==> src/rtl/dram_fifo_cmd_arbiter.sv <==
// dram_fifo_cmd_arbiter: schedules per-channel write/read burst commands from the DRAM FIFO
// channels onto one shared AXI4 AW/AR port, with direction batching, round-robin and drain.
`default_nettype none

module dram_fifo_cmd_arbiter #(
  parameter int NUM_CH    = 2,
  parameter int ADDR_W    = 32,
  parameter int LEN_W     = 8,
  parameter int MAX_OUTST = 4,
  parameter int BATCH     = 4
) (
  input  logic                     bus_clk,
  input  logic                     bus_rst_n,
  input  logic                     clear,
  input  logic                     calib_done,
  input  logic [NUM_CH-1:0]        wr_req,
  input  logic [NUM_CH*ADDR_W-1:0] wr_addr,
  input  logic [NUM_CH*LEN_W-1:0]  wr_len,
  output logic [NUM_CH-1:0]        wr_gnt,
  input  logic [NUM_CH-1:0]        rd_req,
  input  logic [NUM_CH*ADDR_W-1:0] rd_addr,
  input  logic [NUM_CH*LEN_W-1:0]  rd_len,
  output logic [NUM_CH-1:0]        rd_gnt,
  output logic [2:0]               m_axi_awid,
  output logic [ADDR_W-1:0]        m_axi_awaddr,
  output logic [LEN_W-1:0]         m_axi_awlen,
  output logic                     m_axi_awvalid,
  input  logic                     m_axi_awready,
  input  logic                     m_axi_bvalid,
  output logic                     m_axi_bready,
  output logic [2:0]               m_axi_arid,
  output logic [ADDR_W-1:0]        m_axi_araddr,
  output logic [LEN_W-1:0]         m_axi_arlen,
  output logic                     m_axi_arvalid,
  input  logic                     m_axi_arready,
  input  logic                     rd_last_done,
  output logic                     drain_done,
  output logic                     busy
);

  localparam int CH_W  = (NUM_CH > 1) ? $clog2(NUM_CH) : 1;
  localparam int CNT_W = $clog2(MAX_OUTST + 1);
  localparam int BC_W  = $clog2(BATCH + 1);
  localparam logic [CNT_W-1:0] CNT_MAX   = CNT_W'(MAX_OUTST);
  localparam logic [BC_W-1:0]  BATCH_MAX = BC_W'(BATCH);
  localparam logic [CH_W-1:0]  LAST_CH   = CH_W'(NUM_CH - 1);

  typedef enum logic [1:0] {S_IDLE, S_ISSUE_W, S_ISSUE_R, S_DRAIN} state_t;

  state_t            state, state_nxt;
  logic [CNT_W-1:0]  wr_cnt, rd_cnt;
  logic [BC_W-1:0]   batch_cnt;
  logic              last_wr;
  logic [CH_W-1:0]   wr_start, rd_start;
  logic [CH_W-1:0]   wr_ch, rd_ch, aw_ch, ar_ch;
  logic              wr_elig, rd_elig, pick_wr, do_issue;
  logic              aw_hs, ar_hs, wr_dec, rd_dec;

  logic [ADDR_W-1:0] wr_addr_a [NUM_CH];
  logic [ADDR_W-1:0] rd_addr_a [NUM_CH];
  logic [LEN_W-1:0]  wr_len_a  [NUM_CH];
  logic [LEN_W-1:0]  rd_len_a  [NUM_CH];

  for (genvar g = 0; g < NUM_CH; g++) begin : g_unpack
    assign wr_addr_a[g] = wr_addr[g*ADDR_W +: ADDR_W];
    assign rd_addr_a[g] = rd_addr[g*ADDR_W +: ADDR_W];
    assign wr_len_a[g]  = wr_len[g*LEN_W +: LEN_W];
    assign rd_len_a[g]  = rd_len[g*LEN_W +: LEN_W];
  end

  // First requesting channel at or after start; start holds "last granted + 1".
  function automatic logic [CH_W-1:0] rr_pick(input logic [NUM_CH-1:0] req,
                                              input logic [CH_W-1:0]   start);
    logic [CH_W:0]   sum;
    logic [CH_W-1:0] res;
    res = start;
    for (int i = NUM_CH - 1; i >= 0; i--) begin
      sum = {1'b0, start} + (CH_W+1)'(i);
      if (sum >= (CH_W+1)'(NUM_CH)) sum = sum - (CH_W+1)'(NUM_CH);
      if (req[sum[CH_W-1:0]]) res = sum[CH_W-1:0];
    end
    return res;
  endfunction

  assign wr_ch = rr_pick(wr_req, wr_start);
  assign rd_ch = rr_pick(rd_req, rd_start);
  assign aw_ch = m_axi_awid[CH_W-1:0];
  assign ar_ch = m_axi_arid[CH_W-1:0];

  assign m_axi_awvalid = (state == S_ISSUE_W);
  assign m_axi_arvalid = (state == S_ISSUE_R);
  assign aw_hs  = m_axi_awvalid && m_axi_awready;
  assign ar_hs  = m_axi_arvalid && m_axi_arready;
  assign wr_dec = m_axi_bvalid && (wr_cnt != '0);
  assign rd_dec = rd_last_done && (rd_cnt != '0);

  always_comb begin
    wr_elig = calib_done && !clear && (|wr_req) && (wr_cnt < CNT_MAX);
    rd_elig = calib_done && !clear && (|rd_req) && (rd_cnt < CNT_MAX);
    if (wr_elig && rd_elig) pick_wr = last_wr ? (batch_cnt < BATCH_MAX) : (batch_cnt >= BATCH_MAX);
    else                    pick_wr = wr_elig;
    do_issue = (state == S_IDLE) && !clear && (wr_elig || rd_elig);
  end

  always_ff @(posedge bus_clk or negedge bus_rst_n) begin
    if (!bus_rst_n) state <= S_IDLE;
    else            state <= state_nxt;
  end

  always_comb begin
    state_nxt = state;
    case (state)
      S_IDLE: begin
        if (clear)         state_nxt = S_DRAIN;
        else if (do_issue) state_nxt = pick_wr ? S_ISSUE_W : S_ISSUE_R;
      end
      S_ISSUE_W: if (m_axi_awready) state_nxt = clear ? S_DRAIN : S_IDLE;
      S_ISSUE_R: if (m_axi_arready) state_nxt = clear ? S_DRAIN : S_IDLE;
      S_DRAIN:   if (!clear)        state_nxt = S_IDLE;
      default:   state_nxt = S_IDLE;
    endcase
  end

  always_comb begin
    wr_gnt = '0;
    rd_gnt = '0;
    if (aw_hs) wr_gnt[aw_ch] = 1'b1;
    if (ar_hs) rd_gnt[ar_ch] = 1'b1;
  end

  always_ff @(posedge bus_clk or negedge bus_rst_n) begin
    if (!bus_rst_n) begin
      m_axi_awid   <= '0;
      m_axi_awaddr <= '0;
      m_axi_awlen  <= '0;
      m_axi_arid   <= '0;
      m_axi_araddr <= '0;
      m_axi_arlen  <= '0;
      m_axi_bready <= 1'b0;
      wr_cnt       <= '0;
      rd_cnt       <= '0;
      batch_cnt    <= '0;
      last_wr      <= 1'b1;
      wr_start     <= '0;
      rd_start     <= '0;
    end else begin
      m_axi_bready <= 1'b1;
      if (do_issue) begin
        if (pick_wr) begin
          m_axi_awid   <= 3'(wr_ch);
          m_axi_awaddr <= wr_addr_a[wr_ch];
          m_axi_awlen  <= wr_len_a[wr_ch];
        end else begin
          m_axi_arid   <= 3'(rd_ch);
          m_axi_araddr <= rd_addr_a[rd_ch];
          m_axi_arlen  <= rd_len_a[rd_ch];
        end
        if (pick_wr == last_wr) begin
          if (batch_cnt < BATCH_MAX) batch_cnt <= batch_cnt + 1'b1;
        end else begin
          batch_cnt <= BC_W'(1);
          last_wr   <= pick_wr;
        end
      end
      if (aw_hs) wr_start <= (aw_ch == LAST_CH) ? '0 : aw_ch + 1'b1;
      if (ar_hs) rd_start <= (ar_ch == LAST_CH) ? '0 : ar_ch + 1'b1;
      case ({aw_hs, wr_dec})
        2'b10:   wr_cnt <= wr_cnt + 1'b1;
        2'b01:   wr_cnt <= wr_cnt - 1'b1;
        default: wr_cnt <= wr_cnt;
      endcase
      case ({ar_hs, rd_dec})
        2'b10:   rd_cnt <= rd_cnt + 1'b1;
        2'b01:   rd_cnt <= rd_cnt - 1'b1;
        default: rd_cnt <= rd_cnt;
      endcase
    end
  end

  assign drain_done = clear && !m_axi_awvalid && !m_axi_arvalid && (wr_cnt == '0) && (rd_cnt == '0);
  assign busy       = m_axi_awvalid || m_axi_arvalid || (wr_cnt != '0) || (rd_cnt != '0);

  // A response with nothing outstanding is a protocol error upstream.
  a_wr_underflow: assert property (@(posedge bus_clk) disable iff (!bus_rst_n)
                                   !(m_axi_bvalid && wr_cnt == '0));
  a_rd_underflow: assert property (@(posedge bus_clk) disable iff (!bus_rst_n)
                                   !(rd_last_done && rd_cnt == '0));

endmodule

`default_nettype wire

==> config.mk <==
export PLATFORM = sky130hd
export DESIGN_NAME = dram_fifo_cmd_arbiter
export DESIGN_NICKNAME = d
export VERILOG_FILES = /design/src/rtl/dram_fifo_cmd_arbiter.sv
export SDC_FILE = /design/constraint.sdc
export NUM_CORES = 1
export LEC_CHECK = 0
export ABC_AREA = 1
export ABC_CLOCK_PERIOD_IN_PS = 2000
export BUFFER_PORTS_ARGS = -buffer_cell sky130_fd_sc_hd__buf_2
export CAP_MARGIN = 20
export CORE_MARGIN = 8
export CORE_UTILIZATION = 40
export DETAILED_ROUTE_END_ITERATION = 8
export PLACE_DENSITY = 0.75
export SYNTH_ARGS = -nofsm -noshare
export SYNTH_HDL_FRONTEND = slang
export SYNTH_SLANG_ARGS = --single-unit
==> constraint.sdc <==
create_clock -name bus_clk -period 2 [get_ports bus_clk]
set_clock_uncertainty 0.05 [all_clocks]
set_input_delay 0.6 -clock bus_clk [delete_from_list [all_inputs] [get_ports bus_clk]]
set_output_delay 0.6 -clock bus_clk [all_outputs]
set_load 0.05 [all_outputs]
# Word-level counts from Yosys, hierarchy flattened

Cells that the tools add are included.

Bitwise operators: 4
Magnitude comparators: 18
Muxes and demuxes: 50
Reductions and logical operators: 39
Eq/ne operators: 13
Add/sub/neg operators: 13

Operator list:

| kind                                                       | number |
|---|---|
| 2-to-1 mux 32 bit                                          | 6 |
| 2-to-1 mux 8 bit                                           | 6 |
| 2-to-1 mux 1 bit                                           | 22 |
| logical AND 1 bit                                          | 18 |
| 2-to-1 mux 2 bit                                           | 9 |
| less-than comparator 1 x 2 -> 1 bit, second input constant | 6 |
| case mux 3 bit (2 select lines)                            | 2 |
| adder 3 x 1 -> 3 bit, second input constant                | 3 |
| less-than comparator 3 bit, second input constant          | 3 |
| == test 2 bit, second input constant                       | 4 |
| >= comparator 2 bit, second input constant                 | 4 |
| case mux 2 bit (4 select lines)                            | 1 |
| AND reduction 2 bit                                        | 4 |
| == test 2 x 1 -> 1 bit, second input constant              | 3 |
| zero test 3 bit                                            | 2 |
| 2-to-1 mux 3 bit                                           | 2 |
| inequality test 2 x 1 -> 1 bit, second input constant      | 3 |
| nonzero test 3 bit                                         | 2 |
| subtractor 3 x 1 -> 3 bit, second input constant           | 2 |
| adder 1 x 1 -> 2 bit, second input constant                | 2 |
| >= comparator 1 x 2 -> 1 bit, second input constant        | 2 |
| logical OR 1 bit                                           | 4 |
| NOT 1 -> 2 bit                                             | 2 |
| AND reduction 4 bit                                        | 1 |
| other kinds (13)                                           | 24 |

Bits in registers: 97
Word-level logic and storage cells: 151
Bits of input ports: 172
Output and inout bits: 95

# Depth between registers and ports, before layout

Gate-level depths: netlist of the first run.

Depth in word-level cells: 11
Gate-level depth with buffers: 11
Depth with buffers taken out: 10

# Least setup slack after synthesis of the first run

Ideal clock, no wire load.

Path type: flip-flop to output port
Start: reg state[0]
End: out drain_done
Slack: -1.111 ns
Stages on the path, launching flop included: 4
Arrival: 2.461 ns
Path buffers: 0
Data required time: 1.350 ns
Cell sequence: dfrtp_1 > inv_1 > ha_1 > nor4_1

RTL lines:

| element                         | RTL line | RTL |
|---|---|---|
| start: declaration              | 50       | `state_t state, state_nxt;` |
| start signal: assignment        | 107      | `else state <= state_nxt;` |
| == test 2 bit                   | 91       | `assign m_axi_arvalid = (state == S_ISSUE_R);` |
| via m_axi_arvalid               | 34       | `output logic m_axi_arvalid,` |
| zero test 1 bit                 | 180      | `assign drain_done = clear && !m_axi_awvalid && !m_axi_arvalid && (wr_cnt == '0) && (rd_cnt == '0);` |
| logical AND 1 bit (3 in series) | 180      |  |
| end: declaration                | 37       | `output logic drain_done,` |

The timed path passes the listed nets, and every way through them passes these cells.

# Worst setup path in the final report of the first run

Start: reg state[0]
End: out drain_done

Cells in the longest elaborated chain, start to end: 6

Ends and longest elaborated chain:

| element                             | RTL line | RTL |
|---|---|---|
| == test 2 x 1 -> 1 bit              | 90       | `assign m_axi_awvalid = (state == S_ISSUE_W);` |
| zero test 1 bit                     | 180      |  |
| logical AND 1 bit                   | 180      |  |
| logical AND 1 bit (*) (3 in series) | 180      |  |

Every way passes the cells marked *; elsewhere a longest branch is shown, timed or not.

==> impl_metrics.csv, run 1 <==
group,metric,value,unit
critical_path,critPathLaunchType,"flop",
cts,ctsHoldBuffers,0,
floorplanning,num_rows,41,
power,swShare,52.0,%
detailed_routing,wire_per_inst,13.4,µm
synthesis,yosysWarnings,0,
timing,period_minus_slack,2.20,ns
layout,nets,1150,
synthesis,syn_area,0.00516,mm²
timing,final.setup.worst_slack,-0.200,ns
synthesis,synth_xor_area_share,0.678,%
power,p_seq_share,28.9,%
synthesis,synth_enable_flop_cells,0,
synthesis,ys_ff_latch,97,
placement,gp_congestion,0.824,
critical_path,worstSetupPathType,"reg -> out",
synthesis,synth_top_family_by_area,"simple AND/OR/NAND/NOR gates",
synthesis,netlist.area_leader.share,46.5,%
layout,antenna_cells,0,
cts,clockBufferDepth,2,
timing,setup_viol,6,
timing,post-route-period-util,110,%
cts,cts_tree,"yes",
floorplanning,core-area,0.0126,mm²
timing,fmax,0.455,GHz
detailed_routing,dr.pass1.iters,5,
critical_path,rr_worst_depth,9,
synthesis,ys_seq_area_share,47.0,%
synthesis,synth_compound_area_share,11.5,%
critical_path,critPathArrivalTime,1.55,ns
layout,fillers,1209,
synthesis,yosys_most_used_dff,"dfrtp_1",
global_routing,overflow,0,
detailed_routing,drc_errors,0,
power,ir_worst_vdd,1.00,mV
global_routing,grt_pass1_wl,23.8,mm
detailed_routing,via_per_inst,4.45,
status,status,"finished, violations left",
status,violations,"negative setup slack",
placement,dp_slack,0.00168,ns
power,p_sw,6390,µW
timing,final-hold-violation-count,0,
synthesis,synth_fa_ha_area_share,2.71,%
cts,root_buffer,"clkbuf_16",
critical_path,critPathMaxFanout,4,
cts,clk_pin_slew,0.06,ns
global_routing,grt_start_max_net_pins,56,
power,clkPwrFrac,14.6,%
critical_path,ff2ff_setup_slack,0.07,ns
critical_path,r2r_start,"state[0]",
floorplanning,start_util,40.9,%
detailed_routing,drt_iter0_markers,261,
floorplanning,fp.dieW,130,µm
detailed_routing,routed_wl,15.4,mm
layout,area_delta_synth_final,42.3,%
synthesis,synthArstFlopShare,100,%
global_routing,antenna_found_initial,0,
power,leakage,0.00444,µW
placement,portBuffers,262,
cts,clock_latency,0.33,ns
hold_path,min_path_type,"in -> async",
global_routing,grt.total_usage,17.6,%
synthesis,synth_area_per_cell,7.38,µm²
floorplanning,dieArea,0.0168,mm²
cts,clock-sinks,97,
critical_path,end_kind,"primary output",
power,p_total,12300,µW
job,maxCapViolCount,0,
timing,drv_slew,0,
synthesis,ys_types,28,
synthesis,synth-simple-area-share,25.5,%
layout,layout-drive-gt1-share,34.8,%
cts,cts_buffers,9,
timing,rsz0062_at_grt,"yes",
detailed_routing,vias,5093,
power,combPwrFrac,56.5,%
synthesis,yosysTopAreaCell,"dfrtp_1",
floorplanning,ioPinCount,267,
synthesis,synth_area_leaders,"dfrtp_1, nand2_1, inv_1",
synthesis,netlist_instances,700,
synthesis,muxShareOfSynthArea,0,%
critical_path,crit_required,1.35,ns
floorplanning,die_h,130,µm
power,internal-power,5890,µW
global_routing,grt_pass1_vias,5082,
placement,dpl.hpwl,12.1,mm
detailed_routing,detail-route-antenna-nets,0,
critical_path,r2r-end,"wr_cnt[2]",
power,p_per_area,1670,mW/mm²
cts,htree_levels,3,
[cells by family after synthesis]
family          count (synthesis)
simple gates                  340
buf+inv                       149
compound gates                 98
flops                          97
fa+ha+maj                      10
xor+xnor                        4
other cells                     2
[power groups by stage]
stage	Sequential, µW	Combinational, µW	Clock [µW]
6_report	3540	6940	1800
5_1_grt	3670	7490	1930
4_1_cts	3520	6890	1850
3_5_place_dp	3520	6760	0
3_3_place_gp	3500	6660	0
2_1_floorplan	6400	1980	0
[layer usage]
layer	GRT usage [%]	share of wire, %	vias to the layer above
met5	0	0	-
met4	4.85	0.90	0
met3	6.41	10	11
met2	28.1	45	203
met1	21.9	44	2222
li1	-	-	2657
[synth_stat cells (all sizes together), types with 5 or more instances]
cell	instances
buf	28
nand2	314
dfrtp	96
ha	8
clkbuf	8
a21oi	5
o211ai	40
o21ai	52
nor2	12
nand3	9
inv	113
[state kept, by name, indices dropped and copies added, names as in the netlist, 2 cells and up]
register      flops
state             2
m_axi_awaddr     32
wr_cnt            3
batch_cnt         3
m_axi_arlen       8
m_axi_araddr     32
rd_cnt            3
m_axi_awlen       8
[worst max-delay path: stages, from the launching register on]
cell and delay, ns:
dfrtp_1 0.40, buf_4 0.15, ha_4 0.17, nor4_4 0.30
buf_6 0.20
[placed cells by master, fill, tap and decap left out]
| cell type | count |
|---|---|
| clkbuf_16 | 9 |
| inv_1 | 104 |
| nor2_1 | 6 |
| xnor2_1 | 2 |
| o21ai_0 | 48 |
| nor4_4 | 1 |
| conb_1 | 5 |
| inv_4 | 1 |
| o21ai_4 | 2 |
| a21oi_2 | 2 |
| bufinv_16 | 2 |
| buf_4 | 19 |
| o211ai_1 | 40 |
| a21oi_1 | 3 |
| nand3_1 | 9 |
| clkinv_2 | 1 |
| nand2_8 | 1 |
| dfstp_2 | 1 |
| inv_2 | 8 |
| ha_1 | 4 |
| nand2_2 | 4 |
| nor2_4 | 6 |
| clkbuf_4 | 1 |
| clkbuf_1 | 2 |
| buf_12 | 8 |
| buf_8 | 4 |
| nand3b_1 | 1 |
| buf_6 | 4 |
| dfrtp_1 | 96 |
| xor2_1 | 2 |
| nand2_1 | 309 |
| ha_4 | 4 |
| or2_4 | 1 |
| o21ai_1 | 2 |
| fa_2 | 2 |
| clkbuf_8 | 1 |
| buf_2 | 254 |
| o22ai_1 | 1 |
| nor3_4 | 2 |
[how the worst max path moves through the flow]
stage            startpoint         end
2_1_floorplan      state[1]  drain_done
3_3_place_gp      rd_cnt[2]        busy
3_5_place_dp   m_axi_bvalid   wr_cnt[2]
4_1_cts            state[0]  drain_done
5_1_grt            state[0]  drain_done
6_report           state[0]  drain_done
[final cells by class]
class	count	area (µm²)	area share (%)
Timing Repair Buffer	290	1690	22.9
Clock buffer	12	246	3.35
Tap cell	172	215	2.93
Multi-Input combinational cell	457	2280	31.0
Clock inverter	3	65.1	0.885
Sequential cell	97	2430	33.0
Inverter	113	427	5.81
[through the flow]
stage          hold WS [ns]  cell area [µm²]  setup TNS [ns]  cells  util (%)
6_report             0.0530             7350          -0.700   1144      58.2
5_1_grt              0.0433             7350           -1.09   1144      58.2
4_1_cts              0.0405             7290          -0.759   1142      57.8
3_5_place_dp          0.400             6860               0   1124      54.4
3_3_place_gp          0.398             6860               0   1124      54.4
2_1_floorplan         0.254             5260         -0.0454    703         -
[repair_timing]
item | 4_1_cts | 5_1_grt
gates cloned | 0 | 0
gates resized for setup | 24 | 14
endpoints found under the setup margin | 6 | 10
pin swaps | 4 | 5
setup buffers | 4 | 2
Note: power is estimated with default switching activity, not from simulation.
==> run 2, diff against run 1 <==
--- a/config.mk
+++ b/config.mk
@@ -12,7 +12,7 @@
 export CORE_MARGIN = 8
 export CORE_UTILIZATION = 40
 export DETAILED_ROUTE_END_ITERATION = 8
-export PLACE_DENSITY = 0.75
+export PLACE_DENSITY = 0.76
 export SYNTH_ARGS = -nofsm -noshare
 export SYNTH_HDL_FRONTEND = slang
 export SYNTH_SLANG_ARGS = --single-unit
==> run 2 against run 1 <==
The flow still finishes with violations (negative setup slack). Combinational power increased by 0.7%. Worst setup slack improved by 0.034 ns. Critical path depth unchanged. Via count increased by 1.9%. First-iteration DRC count decreased by 8.8%. Clock power decreased by 11%. Core utilization decreased by 0.33 points. Final area decreased by 0.56%. Sequential cell count unchanged. Register-to-register slack got worse by 0.04 ns. Critical path type unchanged.
==> impl_metrics.csv, run 2 (same netlist as run 1, synthesis figures left out) <==
group,metric,value,unit
layout,final_cell_mix,"nand2_1, buf_2, inv_1, dfrtp_1, o21ai_0",
global_routing,grt_pass1_vias,5069,
cts,clk_pin_slew,0.07,ns
detailed_routing,routed_wl,15.8,mm
timing,final-hold-violation-count,0,
floorplanning,fp.dieW,130,µm
layout,post-route-util,57.9,%
global_routing,overflow,0,
cts,cts_tree,"yes",
cts,root_buffer,"clkbuf_16",
critical_path,path_cells,"buf_6, ha_4, nor4_4, buf_6",
placement,gp_congestion,0.824,
detailed_routing,detail-route-antenna-nets,0,
placement,dpl.hpwl,12.1,mm
critical_path,worstSetupPathType,"reg -> out",
layout,layout-drive-gt1-share,35.1,%
layout,multi_input_area,0.00226,mm²
critical_path,critPathArrivalTime,1.52,ns
power,p_seq_share,29.1,%
power,ir_worst_vdd,0.951,mV
critical_path,critPathMaxFanout,4,
floorplanning,num_rows,41,
detailed_routing,wire_per_inst,13.8,µm
job,maxCapViolCount,0,
cts,htree_levels,3,
floorplanning,die_h,130,µm
timing,drv_slew,0,
timing,setup_viol,6,
critical_path,critPathLaunchType,"flop",
cts,clock_latency,0.33,ns
power,clkPwrFrac,13.2,%
detailed_routing,drc_errors,0,
timing,worst_pin_slew,0.550,ns
critical_path,path_buf_inv,2,
layout,area_delta_synth_final,41.5,%
global_routing,grt.total_usage,18.1,%
detailed_routing,drt_iter0_markers,238,
global_routing,grt_pass1_wl,24.6,mm
timing,post-route-period-util,108,%
power,combPwrFrac,57.7,%
power,p_per_area,1660,mW/mm²
detailed_routing,via_per_inst,4.53,
critical_path,crit_required,1.35,ns
layout,antenna_cells,0,
power,internal-power,5690,µW
timing,final.setup.worst_slack,-0.166,ns
timing,worst_hold_slack,0.237,ns
status,status,"finished, violations left",
placement,portBuffers,262,
layout,fillers,1190,
critical_path,crit_slowest_cell,"dfrtp_1",
critical_path,cp_common_cell,"buf_6",
floorplanning,ioPinCount,267,
hold_path,min_path_type,"in -> async",
global_routing,grt_start_max_net_pins,98,
timing,fmax,0.462,GHz
timing,rsz0062_at_grt,"yes",
power,swShare,53.0,%
timing,fin_tns_setup,-0.871,ns
layout,layout_commonest_cell,"nand2_1",
critical_path,end_kind,"primary output",
status,violations,"negative setup slack",
cts,cts_buffers,9,
power,p_sw,6420,µW
cts,clock-sinks,97,
detailed_routing,vias,5192,
timing,period_minus_slack,2.17,ns
critical_path,critPathMaxStageDelay,0.42,ns
power,leakage,0.00442,µW
floorplanning,core-area,0.0126,mm²
cts,clockBufferDepth,2,
global_routing,antenna_found_initial,0,
cts,ctsHoldBuffers,0,
critical_path,crit_family,"flip-flops",
timing,slew_headroom,63.3,%
floorplanning,start_util,40.9,%
detailed_routing,dr.pass1.iters,4,
floorplanning,dieArea,0.0168,mm²
layout,seq_area,0.00243,mm²
layout,reg_top3,"m_axi_araddr x32, m_axi_awaddr x32",
layout,nets,1151,
## run 2: changes by cell type in the layout (fill, tap and decap cells not counted), moves of 2 or more
cell,change
nor3_4,-2
buf_6,+4
bufinv_16,-2
nor3_2,+2
clkinvlp_4,+2
## run 2: area by class of cell
type,instances,area share [%]
multi-input cells,457,31.0
well taps,172,2.94
inverters,113,5.87
repair buffers,291,23.2
clock inverters,4,0.394
flip-flops and latches,97,33.2
clock buffers,12,3.37
## run 2: path summary, 6_finish.rpt
| kind | endpoint | slack [ns] | cells after the start | from |
|---|---|---|---|---|
| max | drain_done | -0.17 | 4 | state[0] |
| min | m_axi_awlen[5] | 0.24 | 2 | bus_rst_n |
| max reg2reg | rd_cnt[2] | 0.03 | 10 | state[1] |
| min reg2reg | m_axi_araddr[12] | 0.42 | 2 | m_axi_araddr[12] |
| max in group asynchronous | m_axi_awaddr[7] | 1.21 | 2 | bus_rst_n |
| min in group bus_clk | m_axi_araddr[12] | 0.42 | 2 | m_axi_araddr[12] |
## run 2: timing repair
item / CTS / global route
setup buffers: 6 / 4
gates resized for setup: 32 / 11
setup endpoints to repair: 8 / 9
pin swaps: 4 / 8
## run 2: metal layers
metal	GRT usage, %	up-vias	wire (µm)
li1	-	2669	-
met1	22.3	2295	6790
met2	29.6	221	7210
met3	6.90	7	1740
met4	3.62	0	91
met5	0	-	0
## run 2: power by group through the flow
stage | logic, µW | registers, µW | clock network [µW]
floorplan | 1980 | 6400 | 0
global placement | 6660 | 3500 | 0
detailed placement | 6740 | 3520 | 0
CTS | 6950 | 3530 | 1650
global route | 7540 | 3660 | 1730
finish | 6990 | 3530 | 1600
## run 2: worst register-to-register path: stages, from the launching register on
cell	delay (ns)
dfrtp_2	0.44
buf_6	0.13
ha_4	0.17
nand2_4	0.07
buf_4	0.11
ha_4	0.12
inv_2	0.05
fa_2	0.37
a21oi_2	0.13
o21ai_1	0.08
xor2_1	0.14
## run 2: through the flow
stage	std cells	power [µW]	setup slack [ns]	instance area [µm²]
after detailed placement	1121	10300	-0.00781	6830
after global placement	1121	10200	0.0257	6830
final	1146	12100	-0.166	7310
after floorplan	703	8380	-0.0454	5260
after CTS	1143	12100	-0.181	7260
after global routing	1146	12900	-0.223	7310
==> run 3, diff against run 2 <==
--- a/config.mk
+++ b/config.mk
@@ -9,10 +9,12 @@
 export ABC_CLOCK_PERIOD_IN_PS = 2000
 export BUFFER_PORTS_ARGS = -buffer_cell sky130_fd_sc_hd__buf_2
 export CAP_MARGIN = 20
+export CELL_PAD_IN_SITES_DETAIL_PLACEMENT = 0
+export CELL_PAD_IN_SITES_GLOBAL_PLACEMENT = 1
 export CORE_MARGIN = 8
-export CORE_UTILIZATION = 40
+export CORE_UTILIZATION = 28
 export DETAILED_ROUTE_END_ITERATION = 8
-export PLACE_DENSITY = 0.76
+export PLACE_DENSITY = 0.78
 export SYNTH_ARGS = -nofsm -noshare
 export SYNTH_HDL_FRONTEND = slang
 export SYNTH_SLANG_ARGS = --single-unit
==> run 3 against run 2 <==
Largest cell class unchanged. Sequential share of layout area is 0.83 points lower. The flow still finishes with violations (negative setup slack). Total power is 1.7% higher. Cell count grew 5.5%. Die area grew 37%. Non-clock buffer count increased by 6. Sequential cell count did not move.
==> impl_metrics.csv, run 3 (same netlist as run 1, synthesis figures left out) <==
group,metric,value,unit
critical_path,crit_required,1.35,ns
placement,gp_congestion,0.764,
critical_path,worstSetupPathType,"reg -> out",
timing,period_minus_slack,2.18,ns
layout,post-route-util,41.6,%
layout,layout-drive-gt1-share,35.4,%
detailed_routing,detail-route-antenna-nets,0,
cts,root_buffer,"clkbuf_16",
critical_path,crit_slowest_cell,"dfrtp_1",
floorplanning,dieArea,0.0230,mm²
global_routing,busiest_layer,"met2",
placement,portBuffers,262,
floorplanning,die_h,152,µm
layout,reg_top3,"m_axi_araddr x32, m_axi_awaddr x32",
detailed_routing,wire_per_inst,13.9,µm
cts,clk_pin_slew,0.07,ns
power,p_per_area,1640,mW/mm²
critical_path,cp_common_cell,"buf_6",
critical_path,path_cells,"buf_6, ha_4, nor4_4, buf_6",
critical_path,critPathArrivalTime,1.53,ns
timing,setup_viol,8,
floorplanning,fp.dieW,152,µm
global_routing,use_met3,6.72,%
cts,cts_buffers,9,
layout,nets,1157,
detailed_routing,drc_errors,0,
power,leakage,0.00449,µW
power,ir_worst_vdd,0.800,mV
detailed_routing,drt_iter0_markers,152,
timing,post-route-period-util,109,%
placement,dpl_cell_area,0.00698,mm²
global_routing,use_met2,20.8,%
placement,dpl.hpwl,13.0,mm
cts,htree_levels,3,
timing,final-hold-violation-count,0,
global_routing,antenna_found_initial,1,
floorplanning,ioPinCount,267,
timing,drv_slew,0,
layout,fillers,1893,
status,status,"finished, violations left",
floorplanning,start_util,28.6,%
global_routing,grt_use_met1,19.7,%
status,violations,"negative setup slack",
floorplanning,num_rows,49,
global_routing,grt_start_max_net_pins,46,
job,maxCapViolCount,0,
detailed_routing,dr.pass1.iters,4,
layout,final_cell_mix,"nand2_1, buf_2, inv_1, dfrtp_1, o21ai_0",
global_routing,grt.total_usage,14.7,%
critical_path,critPathMaxFanout,3,
cts,clock_latency,0.34,ns
detailed_routing,routed_wl,16.9,mm
global_routing,grt_pass1_wl,28.1,mm
critical_path,critPathMaxStageDelay,0.40,ns
global_routing,overflow,0,
critical_path,end_kind,"primary output",
timing,rsz0062_at_grt,"yes",
layout,fin_area,0.00749,mm²
detailed_routing,via_per_inst,4.25,
layout,area_delta_synth_final,45.1,%
floorplanning,core-area,0.0180,mm²
critical_path,ff2ff_setup_slack,0.04,ns
cts,clock-sinks,97,
timing,worst_hold_slack,0.104,ns
cts,clockBufferDepth,2,
timing,fmax,0.459,GHz
detailed_routing,vias,5138,
critical_path,critPathLaunchType,"flop",
global_routing,grt_pass1_vias,5331,
cts,cts_tree,"yes",
layout,layout_commonest_cell,"nand2_1",
layout,antenna_cells,0,
hold_path,min_path_type,"in -> async",
timing,final.setup.worst_slack,-0.180,ns
## run 3: changes by cell type in the layout (fill, tap and decap cells not counted), sizes merged
cell	before	now
clkbuf	12	9
clkinvlp	2	1
bufinv	0	1
buf	291	297
inv	113	114
clkinv	2	4
## run 3: stage by stage
step                      TNS, ns  std cells  worst slack (ns)  power (µW)
final                       -1.18       1209            -0.180       12300
after global routing        -1.63       1209            -0.236       13200
after CTS                   -1.13       1206            -0.194       12300
after detailed placement  -0.0277       1185           -0.0165       10300
after global placement          0       1185           0.00161       10200
after floorplan           -0.0454        703           -0.0454        8380
## run 3: path summary, 6_finish.rpt
path                                   endpoint       startpoint  cells after the start
worst max-delay path                 drain_done         state[0]                      4
worst min-delay path             m_axi_awlen[3]        bus_rst_n                      1
worst max register to register        rd_cnt[2]         state[1]                     10
worst min register to register  m_axi_araddr[6]  m_axi_araddr[6]                      2
max in group asynchronous               last_wr        bus_rst_n                      2
min in group bus_clk            m_axi_araddr[6]  m_axi_araddr[6]                      2
## run 3: critical path, delay by kind of cell (launching register included)
family        cells  cell delay, ns
flops             1            0.40
buf+inv           2            0.32
simple gates      1            0.28
fa+ha+maj         1            0.18
## run 3: area by class of cell
class	count	area (µm²)	share of cell area [%]
flip-flops and latches	97	2430	32.4
clock buffers	9	225	3.01
inverters	113	432	5.76
multi-input cells	457	2270	30.3
clock inverters	7	70.1	0.935
well taps	229	287	3.82
repair buffers	297	1780	23.8
## run 3: where the power goes
group	internal, µW	switching [µW]
combinational	1920	5120
clock	970	767
sequential	2940	603
## run 3: routing by layer
layer	part of all wire, %	wire, µm
met5	0.089	15
met3	10	1740
met2	41	6850
met1	48	8080
met4	1.1	178
## run 3: timing repair
action,CTS,global route
buffers inserted,5,3
hold buffers,0,0
pin swaps,2,2
gates resized for setup,31,16
endpoints found under the setup margin,8,10
